==> src/rtl/sram_port_arbiter.sv <==
// sram_port_arbiter: arbitrates independent write and read request channels onto the single RW
// port of a byte-masked SRAM array, one operation per cycle. Read data returns through a small
// in-order response FIFO with valid/ready backpressure. Reads are only granted while the FIFO
// can guarantee a slot for the data, so the array's read data never needs to be stalled.
module sram_port_arbiter #(
  parameter int unsigned AddrW     = 12,
  parameter int unsigned DataW     = 80,
  parameter int unsigned MaskW     = DataW / 8,
  parameter int unsigned RespDepth = 2
) (
  input  logic             clk_i,
  input  logic             rst_i,
  // Write request channel
  input  logic             w_valid_i,
  output logic             w_ready_o,
  input  logic [AddrW-1:0] w_addr_i,
  input  logic [DataW-1:0] w_data_i,
  input  logic [MaskW-1:0] w_mask_i,
  // Read request channel
  input  logic             r_valid_i,
  output logic             r_ready_o,
  input  logic [AddrW-1:0] r_addr_i,
  // Read response channel
  output logic             resp_valid_o,
  input  logic             resp_ready_i,
  output logic [DataW-1:0] resp_data_o,
  // Array RW port
  output logic             sram_en_o,
  output logic             sram_wmode_o,
  output logic [AddrW-1:0] sram_addr_o,
  output logic [MaskW-1:0] sram_wmask_o,
  output logic [DataW-1:0] sram_wdata_o,
  input  logic [DataW-1:0] sram_rdata_i
);

  localparam int unsigned PtrW = (RespDepth > 1) ? $clog2(RespDepth) : 1;
  localparam int unsigned CntW = $clog2(RespDepth + 1);
  // One extra bit so count + inflight never wraps before the compare.
  localparam int unsigned OccW = CntW + 1;

  localparam logic [PtrW-1:0] LastPtr  = PtrW'(RespDepth - 1);
  localparam logic [CntW-1:0] FullCnt  = CntW'(RespDepth);
  localparam logic [OccW-1:0] DepthOcc = OccW'(RespDepth);

  // State
  logic                 prio_q, prio_d;        // 0: write wins a tie, 1: read wins a tie
  logic                 inflight_q, inflight_d;
  logic [CntW-1:0]      count_q, count_d;
  logic [PtrW-1:0]      rd_ptr_q, rd_ptr_d;
  logic [PtrW-1:0]      wr_ptr_q, wr_ptr_d;
  logic [DataW-1:0]     fifo_q [RespDepth];

  // Combinational control
  logic                 w_req;
  logic                 r_elig;
  logic                 w_gnt;
  logic                 r_gnt;
  logic                 push;
  logic                 pop;
  logic [OccW-1:0]      occ;

  function automatic logic [PtrW-1:0] ptr_inc(input logic [PtrW-1:0] p);
    return (p == LastPtr) ? '0 : p + PtrW'(1);
  endfunction

  assign push = inflight_q;
  assign pop  = resp_valid_o && resp_ready_i;

  // Eligibility and arbitration; nothing is granted while reset is held.
  always_comb begin
    occ    = {1'b0, count_q} + OccW'(inflight_q) - OccW'(pop);
    w_req  = w_valid_i && !rst_i;
    r_elig = r_valid_i && !rst_i && (occ < DepthOcc);
    w_gnt  = 1'b0;
    r_gnt  = 1'b0;
    prio_d = prio_q;
    if (w_req && r_elig) begin
      w_gnt  = !prio_q;
      r_gnt  = prio_q;
      // Hand the next tie to the channel that just lost.
      prio_d = !prio_q;
    end else if (w_req) begin
      w_gnt = 1'b1;
    end else if (r_elig) begin
      r_gnt = 1'b1;
    end
  end

  // Handshakes and array port drive.
  always_comb begin
    w_ready_o    = w_gnt;
    r_ready_o    = r_gnt;
    sram_en_o    = w_gnt || r_gnt;
    sram_wmode_o = w_gnt;
    sram_addr_o  = '0;
    sram_wmask_o = '0;
    sram_wdata_o = '0;
    if (!rst_i) begin
      sram_addr_o = w_gnt ? w_addr_i : r_addr_i;
    end
    if (w_gnt) begin
      sram_wmask_o = w_mask_i;
      sram_wdata_o = w_data_i;
    end
  end

  // Response FIFO next-state: push the array data one cycle after a read issue.
  always_comb begin
    inflight_d = r_gnt;
    rd_ptr_d   = pop ? ptr_inc(rd_ptr_q) : rd_ptr_q;
    wr_ptr_d   = push ? ptr_inc(wr_ptr_q) : wr_ptr_q;
    count_d    = count_q;
    unique case ({push, pop})
      2'b10:   count_d = count_q + CntW'(1);
      2'b01:   count_d = count_q - CntW'(1);
      default: count_d = count_q;
    endcase
  end

  assign resp_valid_o = (count_q != '0);
  assign resp_data_o  = fifo_q[rd_ptr_q];

  // Control state register.
  always_ff @(posedge clk_i or posedge rst_i) begin
    if (rst_i) begin
      prio_q     <= 1'b0;
      inflight_q <= 1'b0;
      count_q    <= '0;
      rd_ptr_q   <= '0;
      wr_ptr_q   <= '0;
    end else begin
      prio_q     <= prio_d;
      inflight_q <= inflight_d;
      count_q    <= count_d;
      rd_ptr_q   <= rd_ptr_d;
      wr_ptr_q   <= wr_ptr_d;
    end
  end

  // FIFO storage; sram_rdata only reaches outputs through these registers.
  always_ff @(posedge clk_i or posedge rst_i) begin
    if (rst_i) begin
      for (int i = 0; i < RespDepth; i++) begin
        fifo_q[i] <= '0;
      end
    end else if (push) begin
      fifo_q[wr_ptr_q] <= sram_rdata_i;
    end
  end

  // A push into a full FIFO would mean the eligibility rule was broken.
  assert property (@(posedge clk_i) disable iff (rst_i)
    !(push && !pop && (count_q == FullCnt)));

  // Only one array operation per cycle.
  assert property (@(posedge clk_i) disable iff (rst_i) !(w_gnt && r_gnt));

endmodule

==> config.mk <==
export PLATFORM = sky130hd
export DESIGN_NAME = sram_port_arbiter
export DESIGN_NICKNAME = d
export VERILOG_FILES = /design/src/rtl/sram_port_arbiter.sv
export SDC_FILE = /design/constraint.sdc
export NUM_CORES = 1
export LEC_CHECK = 0
export ABC_AREA = 1
export CAP_MARGIN = 20
export CORE_MARGIN = 2
export CORE_UTILIZATION = 30
export CTS_CLUSTER_SIZE = 24
export DETAILED_ROUTE_END_ITERATION = 6
export PLACE_DENSITY = 0.64
export SYNTH_ARGS = -nofsm -noshare
export SYNTH_HDL_FRONTEND = slang
export SYNTH_SLANG_ARGS = --single-unit
==> constraint.sdc <==
create_clock -name clk_i -period 13.6 [get_ports clk_i]
set_input_delay 1.36 -clock clk_i [delete_from_list [all_inputs] [get_ports clk_i]]
set_output_delay 1.36 -clock clk_i [all_outputs]
set_load 0.05 [all_outputs]
==> results by group, run 1 <==
STA
  – Slew margin rel.: 28.4%
  – Final period util: 47.2%
  – Maximum clock frequency: 156 MHz
  – Slew @ Worst Pin: 1.07 ns
  – Final min period: 6.42 ns
  – Fin. Hold Viols: 0
  – # setup viols final: 0
  – Worst setup margin: 7.18 ns
  – Unrepaired setup endpoints after global routing: false
  – Max Transition Viols Final: 0
  – Final TNS setup: 0 ns
  – Final worst clock skew: 0.00860 ns

Route
  – DRC: 0
  – Iter 0 DRT Violations: 676
  – Final ANT Viol Nets: 0
  – Routed vias: 8182
  – Drt wl/cell: 15.0 um
  – Pre-Repair DR Iteration Count: 6
  – Total wire length: 28300 um
  – Drt via density: 4.34

CTS
  – TritonCTS clock tree: built
  – H-tree Lvls: 4
  – CTS buffer count: 17
  – CTS clk-pin slew, worst paths: 0.06 ns
  – Post-CTS setup buffers: 0
  – Skew-Pair Late Insertion Delay: 0.42 ns
  – Hold_buf cts: 0
  – Clk buf depth: 2
  – Resized cells post-CTS: 0
  – CTS root buf: clkbuf_16
  – Clock Sinks: 166

Logic synthesis
  – Cells after Synth: 1154
  – Synth top area share: 49.9%
  – Sequential element share of the synthesized area: 49.9%
  – Cell Area, Synth: 0.00833 mm2
  – #FFs+latches synth: 166
  – Yosys cell types: 23
  – Yosys warnings: 0
  – Mapped Nets: 1354
  – Syn avg cell area: 7.22 um2
  – Area contributors post-synth: dfrtp_1 50%, nand2_1 20%, inv_1 8.6%, o21ai_0 5.0%, nor2_1 4.7%
  – Top cell type by total area after synthesis: dfrtp_1

Cells and area
  – Total Nets Final: 1698
  – Layout area overhead: 54.9%
  – Ratio of cells with drive above 1 in the final layout: 3.57%

Power
  – Total leakage power: 6.61 nW
  – VDD IR max: 199 uV
  – Pwr Density: 245 mW/mm2

Placement
  – Final RePlAce weighted congestion: 0.840
  – I/O Buffers: 385
  – Worst slack, placed: 7.20 ns
  – Detailed placer's ending HPWL: 20000 um

Global route
  – Met2 Use GR: 29.1%
  – Met3 usage: 4.30%
  – Top Usage Layer GRT: met2
  – Gr ovfl total: 0
  – Largest net degree at the start of global routing: 109
  – Initial antenna violation count: 5
  – Total GRT Usage: 18.9%
  – First-pass GRT wire length: 43000 um
  – M1 GR Usage: 27.0%
  – Vias in the first global route: 7916

Die
  – Starting density of the core: 30.7%
  – Io pins: 386
  – CORE AREA: 0.0271 mm2
  – Die Y: 171 um
  – Die Wd: 171 um
  – Die area: 0.0291 mm2
  – Row Count: 60

Critical path
  – CP Max Fanout: 103
  – Critical Path RT: 12.24 ns
  – Worst EP arrival: 5.06 ns
  – Setup CP Type: input pin to output port
  – Worst setup EP type: output port
  – CP Launch Type: input pin

Job
  – Max_cap viols: 0

Run status
  – Status: complete, no violations

Worst hold path
  – Worst hold path class: flop to flop
[report_power, final]
group          internal [W]  switching (W)  leakage, nW
combinational      0.000586        0.00120         4.32
sequential         0.000738       0.000165         2.02
clock              0.000264       0.000201        0.268
[worst max-delay path, cell delays in order]
cell and delay (ns):
clkdlybuf4s50_1 0.52, nand3_1 0.11, o21ai_0 0.23, inv_1 0.08, fa_1 0.48, nand2_1 0.05, nor2_1 0.12, nand2_1 0.15
o21bai_4 0.13, buf_4 0.77, nand2_1 0.12, nand2_1 0.10, clkdlybuf4s50_1 0.80
[per-layer routing]
layer | up-vias | share of wire, %
li1 | 4110 | -
met1 | 3755 | 47
met2 | 269 | 45
met3 | 42 | 6.3
met4 | 6 | 1.5
met5 | - | 0.13
[synthesized netlist by cell type]
master	number
nor2_1	105
and2_1	1
o21ai_0	83
buf_6	17
a21oi_1	2
o21ai_2	11
xor2_1	1
dfrtp_1	166
buf_8	1
nand4_1	1
nor3_1	1
fa_1	1
nand3_1	15
o21ai_1	69
or2_1	1
inv_1	190
inv_2	3
clkbuf_1	34
buf_2	11
buf_4	2
nand2_1	436
o21bai_2	1
buf_1	2
[state kept, by name, summed over array words and instances, names as in the netlist]
| signal | flops |
|---|---|
| fifo_q | 160 |
| inflight_q | 1 |
| wr_ptr_q | 1 |
| prio_q | 1 |
| rd_ptr_q | 1 |
| count_q | 2 |
[placed cells by master (no fill, tap or decap), types with 11 or more instances in the layout]
master           Yosys  routed
clkbuf_16            0      17
clkdlybuf4s50_1      0     385
dfrtp_1            166     165
inv_1              190     189
nand2_1            436     435
nand3_1             15      15
nor2_1             105     105
o21ai_0             83      83
o21ai_1             69      69
o21ai_2             11      11
[cells by family (layout without fill, tap and decap cells)]
family          Yosys count  after routing  synth area share [%]
flops                   166            166                  49.9
compound gates          166            166                  10.5
simple gates            560            560                  25.6
xor+xnor                  1              1                 0.105
other cells               0              1                     0
buf+inv                 260            617                  13.6
fa+ha+maj                 1              1                 0.240
[per-stage QoR]
| step | util (%) | hold slack (ns) | area, um2 | power (W) | cells |
|---|---|---|---|---|---|
| after floorplan | - | 0.453 | 8330 | 0.00209 | 1154 |
| after global placement | 45.4 | 0.465 | 12300 | 0.00269 | 1850 |
| after detailed placement | 45.4 | 0.470 | 12300 | 0.00271 | 1850 |
| after CTS | 47.5 | 0.485 | 12900 | 0.00319 | 1882 |
| after global routing | 47.6 | 0.505 | 12900 | 0.00335 | 1883 |
| final | 47.6 | 0.482 | 12900 | 0.00316 | 1884 |
[layout make-up]
type	count	area, um2
Timing Repair Buffer	392	3930
Tap cell	372	465
Inverter	193	729
Antenna cell	1	2.50
Multi-Input combinational cell	728	3050
Clock inverter	9	93.8
Clock buffer	23	468
Sequential cell	166	4160
Fill cell	2729	14200
[path summary, 6_finish.rpt]
check | from | endpoint | slack [ns] | cells past startpoint
worst max-delay path | resp_ready_i | sram_addr_o[11] | 7.18 | 13
worst min-delay path | fifo_q[57] | fifo_q[57] | 0.48 | 2
worst max register to register | rd_ptr_q | rd_ptr_q | 11.00 | 3
worst min register to register | fifo_q[57] | fifo_q[57] | 0.48 | 2
max in group asynchronous | rst_i | fifo_q[141] | 10.91 | 5
min in group asynchronous | rst_i | fifo_q[30] | 1.56 | 3
(Power assumes the default switching activity.)
==> run 2: changes to the inputs <==
==> constraint.sdc (replaced) <==
create_clock -name clk_i -period 6.4 [get_ports clk_i]
set_input_delay 0.64 -clock clk_i [delete_from_list [all_inputs] [get_ports clk_i]]
set_output_delay 0.64 -clock clk_i [all_outputs]
set_load 0.05 [all_outputs]
==> results by group, run 2 (synthesized netlist as in run 1, its figures left out) <==
Critical path
  – Crit path top cell by count: nand2_1
  – CP peak stage delay: 0.80 ns
  – Reg2reg start: count_q[1]
  – Worst setup EP type: output port
  – Buf/Inv on CP: 4
  – R2R Path End: prio_q
  – Worst R2R Path Depth: 8
  – Crit-path cells: clkdlybuf4s50_1 -> nand3_1 -> o21ai_0 -> inv_1 -> fa_1 -> nand2_1 -> nor2_1 -> nand2_1 -> o21bai_4 -> buf_12 -> nand2_1 -> nand2_1 -> clkdlybuf4s50_1
  – Worst EP arrival: 4.33 ns
  – CP Launch Type: input pin
  – CP Max Fanout: 77
  – Crit-path slowest cell: clkdlybuf4s50_1
  – Setup CP Type: input pin to output port
  – Worst R2R Setup Slack: 3.81 ns
  – Family with the most delay on the worst path: buffers and inverters
  – Critical Path RT: 5.76 ns

STA
  – Unrepaired setup endpoints after global routing: false
  – Final min period: 4.97 ns
  – Slew margin rel.: 28.3%
  – Slew @ Worst Pin: 1.08 ns
  – Max Transition Viols Final: 0
  – Final worst clock skew: 0.0122 ns
  – Worst setup margin: 1.43 ns
  – Final period util: 77.7%
  – Maximum clock frequency: 201 MHz
  – Final TNS setup: 0 ns
  – Fin. Hold Viols: 0
  – # setup viols final: 0

Route
  – Routed vias: 7987
  – Iter 0 DRT Violations: 530
  – Pre-Repair DR Iteration Count: 5
  – Drt via density: 4.24
  – Total wire length: 27300 um
  – Drt wl/cell: 14.5 um
  – Final ANT Viol Nets: 0
  – DRC: 0

Placement
  – Post-Place Cell Area: 0.0123 mm2
  – Detailed placer's ending HPWL: 19100 um
  – # placed instances: 1850
  – Worst slack, placed: 1.44 ns
  – I/O Buffers: 385
  – Final RePlAce weighted congestion: 0.815

Die
  – Starting density of the core: 30.7%
  – Die Wd: 171 um
  – Die area: 0.0291 mm2
  – Row Count: 60
  – CORE AREA: 0.0271 mm2
  – Die Y: 171 um
  – Io pins: 386

Global route
  – First-pass GRT wire length: 42200 um
  – Initial antenna violation count: 4
  – Vias in the first global route: 7733
  – Gr ovfl total: 0
  – Total GRT Usage: 18.3%
  – Largest net degree at the start of global routing: 167

Job
  – Max_cap viols: 0

Power
  – Sw frac: 48.9%
  – Comb power frac: 55.2%
  – VDD IR max: 295 uV
  – Clk pwr share: 16.6%
  – Int Pwr: 0.00350 W
  – Pwr Density: 527 mW/mm2
  – Pwr Total: 0.00684 W
  – Switch Pwr: 0.00334 W
  – Total leakage power: 6.65 nW
  – Flop pwr share: 28.1%

CTS
  – CTS buffer count: 17
  – Resized cells post-CTS: 0
  – Hold_buf cts: 0
  – TritonCTS clock tree: built
  – Skew-Pair Late Insertion Delay: 0.42 ns
  – Post-CTS setup buffers: 0
  – CTS root buf: clkbuf_16
  – CTS clk-pin slew, worst paths: 0.06 ns
  – Clock Sinks: 166
  – H-tree Lvls: 4
  – Clk buf depth: 2

Cells and area
  – Layout area overhead: 55.9%
  – Fillers: 2692
  – Ratio of cells with drive above 1 in the final layout: 3.77%
  – Largest registers: fifo_q x160, count_q x2
  – Total Nets Final: 1697
  – Commonest non-fill, non-tap cells in the layout: 435 x nand2_1, 385 x clkdlybuf4s50_1, 189 x inv_1
  – Area occupied by multi-input gates: 0.00305 mm2
  – Final Instance Area: 0.0130 mm2
  – Largest reg by FF count: fifo_q
  – Fin cells: 1884
  – Sequential cell area: 0.00416 mm2
  – Max reg flops: 160
  – Most common cell after layout, fill and taps aside: nand2_1

Worst hold path
  – Worst hold stages: 2
  – WHS Endpoint: fifo_q[93]
  – Worst hold start: fifo_q[93]
  – Worst hold path class: flop to flop

Run status
  – Status: complete, no violations
run 2: cell types whose count changed in the layout (fill, tap and decap cells not counted), sizes merged:
cell / delta
buf: -1
bufinv: +3
diode: +1
inv: +5
clkbuf: -5
clkinv: -3
run 2: final cells by class:
cell class,instances,area share [%]
multi-input combinational,728,23.5
antenna,2,0.0385
timing repair buffer,391,30.2
inverter,193,5.61
clock buffer,18,3.38
tap,372,3.58
sequential,166,32.0
clock inverter,14,1.62
run 2: worst min-delay path, cell delays in order, from the launching register on:
cell and delay, ns:
dfrtp_1 0.34, nand2_1 0.06, o21ai_2 0.05
run 2: per-stage QoR:
step | util (%) | hold slack, ns
floorplan | - | 0.453
detailed placement | 45.5 | 0.469
global placement | 45.5 | 0.464
global route | 47.9 | 0.499
CTS | 47.9 | 0.485
finish | 47.9 | 0.481
run 2: how the worst max path moves through the flow:
stage,from,endpoint,slack [ns],depth (start not counted)
CTS,resp_ready_i,sram_addr_o[2],1.43,13
floorplan,rst_i,w_ready_o,1.37,7
global route,resp_ready_i,sram_addr_o[0],1.14,13
global placement,resp_ready_i,sram_addr_o[7],1.51,13
detailed placement,resp_ready_i,sram_addr_o[2],1.44,13
finish,resp_ready_i,sram_addr_o[2],1.43,13
run 2: power by group through the flow:
stage / Clock (W) / Combinational, W / Sequential (W)
2_1_floorplan: 0 / 0.00266 / 0.00178
3_3_place_gp: 0 / 0.00379 / 0.00192
3_5_place_dp: 0 / 0.00381 / 0.00194
4_1_cts: 0.00117 / 0.00383 / 0.00193
5_1_grt: 0.00121 / 0.00407 / 0.00200
6_report: 0.00114 / 0.00378 / 0.00192
run 2: routing by layer:
layer	global-route usage, %	vias to the layer above	routed length, um
li1	-	4108	-
met2	28.2	225	12400
met1	25.7	3632	12700
met5	0	-	22
met4	3.86	4	254
met3	5.02	18	1920
==> run 3: changes to the inputs <==
--- a/config.mk
+++ b/config.mk
@@ -11,7 +11,7 @@
 export CORE_UTILIZATION = 30
 export CTS_CLUSTER_SIZE = 24
 export DETAILED_ROUTE_END_ITERATION = 6
-export PLACE_DENSITY = 0.64
+export PLACE_DENSITY = 0.67
 export SYNTH_ARGS = -nofsm -noshare
 export SYNTH_HDL_FRONTEND = slang
 export SYNTH_SLANG_ARGS = --single-unit
==> constraint.sdc (replaced) <==
create_clock -name clk_i -period 4.4 [get_ports clk_i]
set_input_delay 0.44 -clock clk_i [delete_from_list [all_inputs] [get_ports clk_i]]
set_output_delay 0.44 -clock clk_i [all_outputs]
set_load 0.05 [all_outputs]
==> results by group, run 3 (synthesized netlist as in run 1, its figures left out) <==
Power
  – Flop pwr share: 27.8%
  – VDD IR max: 494 uV
  – Clk pwr share: 15.6%
  – Switch Pwr: 0.00489 W
  – Sw frac: 49.6%
  – Pwr Density: 766 mW/mm2
  – Total leakage power: 6.78 nW
  – Comb power frac: 56.7%
  – Int Pwr: 0.00496 W

Placement
  – I/O Buffers: 385
  – Worst slack, placed: 0.437 ns
  – Final RePlAce weighted congestion: 0.871
  – Detailed placer's ending HPWL: 20000 um

Critical path
  – Critical Path RT: 3.96 ns
  – CP Launch Type: input pin
  – Worst setup EP type: output port
  – Setup CP Type: input pin to output port
  – CP Max Fanout: 82
  – Worst EP arrival: 3.58 ns

Die
  – Starting density of the core: 30.7%
  – Die area: 0.0291 mm2
  – CORE AREA: 0.0271 mm2
  – Die Wd: 171 um
  – Die Y: 171 um
  – Io pins: 386
  – Row Count: 60

Cells and area
  – Largest registers: fifo_q x160, count_q x2
  – Max reg flops: 160
  – Commonest non-fill, non-tap cells in the layout: 423 x nand2_1, 312 x clkdlybuf4s50_1, 189 x inv_1
  – Most common cell after layout, fill and taps aside: nand2_1
  – Largest reg by FF count: fifo_q
  – Ratio of cells with drive above 1 in the final layout: 9.64%
  – Layout area overhead: 54.3%
  – Total Nets Final: 1701

STA
  – Hold slack: 0.484 ns
  – Final min period: 4.02 ns
  – Final period util: 91.3%
  – Slew margin rel.: 40.7%
  – Worst setup margin: 0.385 ns
  – Final worst clock skew: 0.0140 ns
  – Unrepaired setup endpoints after global routing: false
  – Maximum clock frequency: 249 MHz
  – # setup viols final: 0
  – Max Transition Viols Final: 0
  – Slew @ Worst Pin: 0.890 ns
  – Fin. Hold Viols: 0

Job
  – Max_cap viols: 0

Route
  – Pre-Repair DR Iteration Count: 5
  – Total wire length: 27900 um
  – Drt wl/cell: 14.7 um
  – DRC: 0
  – Iter 0 DRT Violations: 647
  – Routed vias: 8084
  – Drt via density: 4.28
  – Final ANT Viol Nets: 0

Global route
  – First-pass GRT wire length: 42900 um
  – Vias in the first global route: 7711
  – Gr ovfl total: 0
  – Total GRT Usage: 18.8%
  – Initial antenna violation count: 8
  – Largest net degree at the start of global routing: 167

Run status
  – Status: complete, no violations

CTS
  – CTS root buf: clkbuf_16
  – Skew-Pair Late Insertion Delay: 0.43 ns
  – Resized cells post-CTS: 0
  – Hold_buf cts: 0
  – Post-CTS setup buffers: 0
  – H-tree Lvls: 4
  – Clk buf depth: 2
  – Clock Sinks: 166
  – CTS clk-pin slew, worst paths: 0.07 ns
  – CTS buffer count: 17
  – TritonCTS clock tree: built

Worst hold path
  – Worst hold path class: flop to flop
==> run 3: path summary, 6_finish.rpt <==
kind / slack, ns / cells past startpoint / end / startpoint
hold / removal: 0.48 / 2 / fifo_q[90] / fifo_q[90]
setup / recovery: 0.38 / 12 / sram_wdata_o[4] / resp_ready_i
max in group asynchronous: 2.75 / 3 / fifo_q[98] / rst_i
setup reg to reg: 2.24 / 9 / prio_q / count_q[1]
hold reg to reg: 0.48 / 2 / fifo_q[90] / fifo_q[90]
min in group asynchronous: 0.99 / 3 / prio_q / rst_i
==> run 3: final cells by class <==
class	instances	area, um2
diodes	4	10.0
clock buffers	17	425
clock inverters	15	168
fillers	2697	14300
inverters	193	728
multi-input cells	728	3080
flip-flops and latches	166	4160
well taps	372	465
repair buffers	395	3810
==> run 3: routing by layer <==
metal	up-vias	wire (um)	global-route usage, %
met5	-	74	0
met2	231	12400	27.7
met3	38	2320	6.50
met1	3688	12700	26.5
li1	4115	-	-
met4	12	412	4.68
==> run 3: critical path: stages <==
cell	delay, ns
clkdlybuf4s50_1	0.52
nand3_1	0.12
o21ai_0	0.27
inv_1	0.09
fa_1	0.48
nand2_1	0.06
nor2_1	0.12
nand2_1	0.16
o21bai_4	0.17
buf_12	0.32
nor2_1	0.09
clkdlybuf4s50_1	0.71
==> run 3: through the flow <==
step	util, %	TNS (ns)	cells	instance area [um2]	power [W]
5_1_grt	47.4	0	1886	12800	0.0105
6_report	47.4	0	1890	12800	0.00984
3_5_place_dp	45.2	0	1854	12200	0.00838
3_3_place_gp	45.2	0	1854	12200	0.00831
2_1_floorplan	-	-0.230	1154	8360	0.00646
4_1_cts	47.4	0	1886	12800	0.00996
==> run 3: power groups by stage <==
stage,clock network (W),logic [W],registers (W)
finish,0.00153,0.00558,0.00273
global route,0.00164,0.00599,0.00284
CTS,0.00158,0.00564,0.00274
detailed placement,0,0.00562,0.00276
global placement,0,0.00558,0.00273
floorplan,0,0.00387,0.00259
==> edit 1 (config.mk and constraints of run 2) <==
Make the reset (`rst_i`) synchronous in 2 clocked blocks.
--- a/src/rtl/sram_port_arbiter.sv
+++ b/src/rtl/sram_port_arbiter.sv
@@ -121,7 +121,7 @@
   assign resp_data_o  = fifo_q[rd_ptr_q];
 
   // Control state register.
-  always_ff @(posedge clk_i or posedge rst_i) begin
+  always_ff @(posedge clk_i) begin
     if (rst_i) begin
       prio_q     <= 1'b0;
       inflight_q <= 1'b0;
@@ -138,7 +138,7 @@
   end
 
   // FIFO storage; sram_rdata only reaches outputs through these registers.
-  always_ff @(posedge clk_i or posedge rst_i) begin
+  always_ff @(posedge clk_i) begin
     if (rst_i) begin
       for (int i = 0; i < RespDepth; i++) begin
         fifo_q[i] <= '0;
Function: differs if rst_i is asserted again (counterexample within 4 cycles, from zero or initial values and one cycle with rst_i high); with rst_i held inactive, the same outputs for 4 cycles.
==> edit 1 against run 2 <==
- sequential cell count up 1
- routed wire length down 7.3%
- synthesized area down 2.4%
- design area down 0.94%
- setup slack better by 0.29 ns
- critical path depth up 1
- utilization up 0.084 points
- critical endpoint is now sram_wdata_o[74]
Power is not compared: it rests on default switching activity, and its combinational part moved more than twofold at a synthesized area within 25%.
==> edit 1: results (changes against run 2) <==
outcome:
  outcome: "complete, no violations"  # unchanged
min_path:
  min_to: "rd_ptr_q"  # was fifo_q[93]
  hold-path-cell-count: 1  # was 2
sta:
  period_needed_ns: 4.68  # was 4.97 ns
  skew_ns: 0.00745  # was 0.0122 ns
  worst_pin_slew_ns: 1.12  # was 1.08 ns
  hold_slack_ns: 0.457  # was 0.481 ns
setup_path:
  timing.critical_path.to: "sram_wdata_o[74]"  # was sram_addr_o[2]
  r2r_start: "inflight_q"  # was count_q[1]
  crit_path_max_incr_delay_ns: 0.74  # was 0.80 ns
  ff2ff_path_depth: 5  # was 8
  reg2reg_slack_ns: 3.33  # was 3.81 ns
  crit_arrival_ns: 4.04  # was 4.33 ns
yosys:
  netlist_top_cells_count: "265 x nor2_1, 193 x inv_1, 160 x edfxtp_1"  # was 436 x nand2_1, 190 x inv_1, 166 x dfrtp_1
  synth_edf_count: 160  # was 0
  synth_area_per_cell_um2: 9.90  # was 7.22 um^2
  synth-async-reset-ratio_pct: 0  # was 100%
global_routing:
  first_global_vias: 6926  # was 7733
  grt_antenna_before_repair: 2  # was 4
routing:
  firstDrtPassIters: 4  # was 5
  via_count: 6600  # was 7987
  wirelength_um: 25300  # was 27300 um
final_layout:
  antenna_cells: 1  # was 2
  drive_above_1_share_pct: 10.4  # was 3.77%
  multiInputGateArea_um2: 2280  # was 3050 um^2
  nClkBuffers: 17  # was 18
placement:
  dpl.hpwl_um: 17400  # was 19100 um
  pre_cts_slack_ns: 1.75  # was 1.44 ns
==> edit 1: logic make-up after synthesis <==
| kind of cell | Yosys count | share of synthesized area [%] |
|---|---|---|
| simple gates | 327 | 15.4 |
| fa+ha+maj | 1 | 0.246 |
| buf+inv | 235 | 11.6 |
| mux | 80 | 11.1 |
| flops | 167 | 60.8 |
| compound gates | 11 | 0.847 |
==> edit 1: routing by layer <==
| metal | vias up | GRT usage [%] | wire length [um] | part of all wire, % |
|---|---|---|---|---|
| met5 | - | 0 | 16 | 0.063 |
| met4 | 2 | 3.86 | 267 | 1.1 |
| met3 | 17 | 6.22 | 2190 | 8.7 |
| met2 | 242 | 30.5 | 12700 | 50 |
| met1 | 3075 | 20.4 | 10100 | 40 |
| li1 | 3264 | - | - | - |
==> edit 1: worst max-delay path: cells and delay by family <==
kind                     cells  cell delay, ns
buffers and inverters        5            1.90
AND/OR/NAND/NOR              6            0.68
adder cells (fa/ha/maj)      1            0.48
AO/OA/AOI/OAI                2            0.31
==> edit 2 (flow settings as in run 2) <==
Made on the original files. Set the parameter `DataW` to 120 (it was 80).
--- a/src/rtl/sram_port_arbiter.sv
+++ b/src/rtl/sram_port_arbiter.sv
@@ -4,7 +4,7 @@
 // can guarantee a slot for the data, so the array's read data never needs to be stalled.
 module sram_port_arbiter #(
   parameter int unsigned AddrW     = 12,
-  parameter int unsigned DataW     = 80,
+  parameter int unsigned DataW     = 120,
   parameter int unsigned MaskW     = DataW / 8,
   parameter int unsigned RespDepth = 2
 ) (
Interface: changed (6 resized); port bits go from 386 to 556. The function was not compared with the original's and may differ.
==> edit 2 against run 2 <==
- design area increased by 47%
- synthesized cell count increased by 45%
- critical path depth unchanged
- die area increased by 48%
- clock power increased by 39%
- setup slack improved by 0.0029 ns
- count of clock-buffer cells in the layout increased by 22
- sequential cell count increased by 80
- routed wire length increased by 91%
- sequential share of layout area increased by 0.18 points
- combinational power increased by 56%
- synthesized area increased by 49%
- power increased by 50%
- largest cell class unchanged
==> edit 2: results (changes against run 2) <==
outcome:
  outcome: "complete, no violations"  # unchanged
cts:
  post-cts-setup-buffer-count: 0  # unchanged
  clkLatencyLatePin_ns: 0.54  # was 0.42 ns
  clk_pin_slew_worst_paths_ns: 0.06  # about the same
  htreeDepth: 1  # was 4
  cts_resized: 0  # unchanged
  numCtsBuffers: 28  # was 17
  cts.path.max_buffers: 3  # was 2
  clockRootBuffer: "clkbuf_16"  # unchanged
routing:
  wl_per_cell_um: 19.0  # was 14.5 um
  viasPerCell: 4.44  # was 4.24
  wirelength_um: 52100  # was 27300 um
  firstDrtPassIters: 5  # unchanged
  detail_route.iter0.violations: 939  # was 530
global_routing:
  grt_max_degree: 170  # was 167
  grt_use_total_pct: 23.7  # was 18.3%
  first_global_vias: 11900  # was 7733
  grt_antenna_before_repair: 28  # was 4
  grt_pass1_wl_um: 77100  # was 42200 um
sta:
  hold_slack_ns: 0.480  # was 0.481 ns
  slew_headroom_pct: 33.4  # was 28.3%
  skew_ns: 0.00737  # was 0.0122 ns
placement:
  pre_cts_slack_ns: 1.40  # was 1.44 ns
  io_buffers: 555  # was 385
  gp_congestion: 0.949  # was 0.815
  dpl.hpwl_um: 39300  # was 19100 um
  dp.cells: 2674  # was 1850
yosys:
  synth-async-reset-ratio_pct: 100  # unchanged
  syn_nets: 1961  # was 1354
  synth_cell_types: 22  # was 23
  synthTopCellsByArea: "dfrtp_1 49%, nand2_1 19%, inv_1 8.3%"  # was dfrtp_1 50%, nand2_1 20%, inv_1 8.6%
  synth_cells: 1676  # was 1154
  ys_seq_area_share_pct: 49.5  # was 49.9%
  ys.flop_type: "dfrtp_1"  # unchanged
  netlist_top_cells_count: "636 x nand2_1, 276 x inv_1, 246 x dfrtp_1"  # was 436 x nand2_1, 190 x inv_1, 166 x dfrtp_1
power_and_ir_drop:
  p_leak_nw: 9.77  # was 6.65 nW
  ir_drop_mv: 0.362  # was 0.295 mV
setup_path:
  ff2ff_path_depth: 8  # unchanged
  crit_arrival_ns: 4.33  # about the same
  crit_path_max_incr_delay_ns: 0.83  # was 0.80 ns
  worstReg2RegEnd: "prio_q"  # unchanged
  crit_start: "resp_ready_i"  # unchanged
  worstPathMaxFanout: 35  # was 77
  slowest_stage: "clkdlybuf4s50_1"  # unchanged
  r2r_start: "count_q[1]"  # unchanged
  reg2reg_slack_ns: 3.82  # was 3.81 ns
min_path:
  min_to: "fifo_q[161]"  # was fifo_q[93]
  min_from: "fifo_q[161]"  # was fifo_q[93]
  hold-path-cell-count: 2  # unchanged
final_layout:
  largestRegisters: "fifo_q: 240 flops, count_q: 2 flops"  # was fifo_q: 160 flops, count_q: 2 flops
  fillers: 4100  # was 2692
  nets: 2458  # was 1697
  drive_above_1_share_pct: 6.06  # was 3.77%
edit 2: cell count changes after synthesis, sizes merged:
cell	before	now
clkbuf	34	42
buf	33	57
nor2	105	150
inv	193	278
dfrtp	166	246
o21ai	163	243
nand2	436	636
edit 2: worst max path at each step:
stage                                end  slack, ns  cells past startpoint
final                     sram_addr_o[1]       1.43                     13
after global routing      sram_addr_o[1]       1.15                     13
after CTS                 sram_addr_o[1]       1.39                     13
after detailed placement  sram_addr_o[1]       1.40                     13
after global placement    sram_addr_o[1]       1.39                     13
after floorplan                w_ready_o       0.16                      7
edit 2: power by group:
| part | total [mW] | switching [mW] | internal, mW |
|---|---|---|---|
| logic | 5.88 | 3.99 | 1.89 |
| clock network | 1.59 | 0.640 | 0.954 |
| registers | 2.78 | 0.453 | 2.33 |
edit 2: layout make-up:
| type | instances | area (um^2) | share of cell area [%] |
|---|---|---|---|
| Clock buffer | 40 | 807 | 4.22 |
| Timing Repair Buffer | 566 | 5710 | 29.8 |
| Multi-Input combinational cell | 1053 | 4600 | 24.0 |
| Tap cell | 532 | 666 | 3.48 |
| Antenna cell | 13 | 32.5 | 0.170 |
| Sequential cell | 246 | 6160 | 32.2 |
| Clock inverter | 10 | 108 | 0.562 |
| Inverter | 278 | 1050 | 5.49 |
edit 2: per-stage QoR:
stage	instance area (um^2)	utilization [%]
floorplan	12400	-
global placement	18200	44.4
detailed placement	18200	44.4
CTS	19100	46.6
global route	19100	46.7
finish	19100	46.7
edit 2: cell families after synthesis:
kind of cell,count (synthesis),synth area share (%)
AO/OA/AOI/OAI,246,12.1
XOR/XNOR,1,0.0704
adder cells (fa/ha/maj),1,0.161
buffers and inverters,377,13.7
flip-flops,246,49.5
AND/OR/NAND/NOR,805,24.5
edit 2: worst max-delay path, delay by kind of cell:
| kind | cells | cell delay [ns] |
|---|---|---|
| AOI/OAI and AO/OA | 2 | 0.87 |
| adders and majority gates | 1 | 0.51 |
| buffers and inverters | 4 | 1.73 |
| and+or+nand+nor | 6 | 0.57 |
edit 2: metal layers:
layer  vias up  track usage (%)  wire length [um]
li1       5991                -                 -
met1      5623             28.7             21200
met2       447             39.1             24600
met3        83             10.2              5350
met4        22             4.87               812
met5         -                0               138
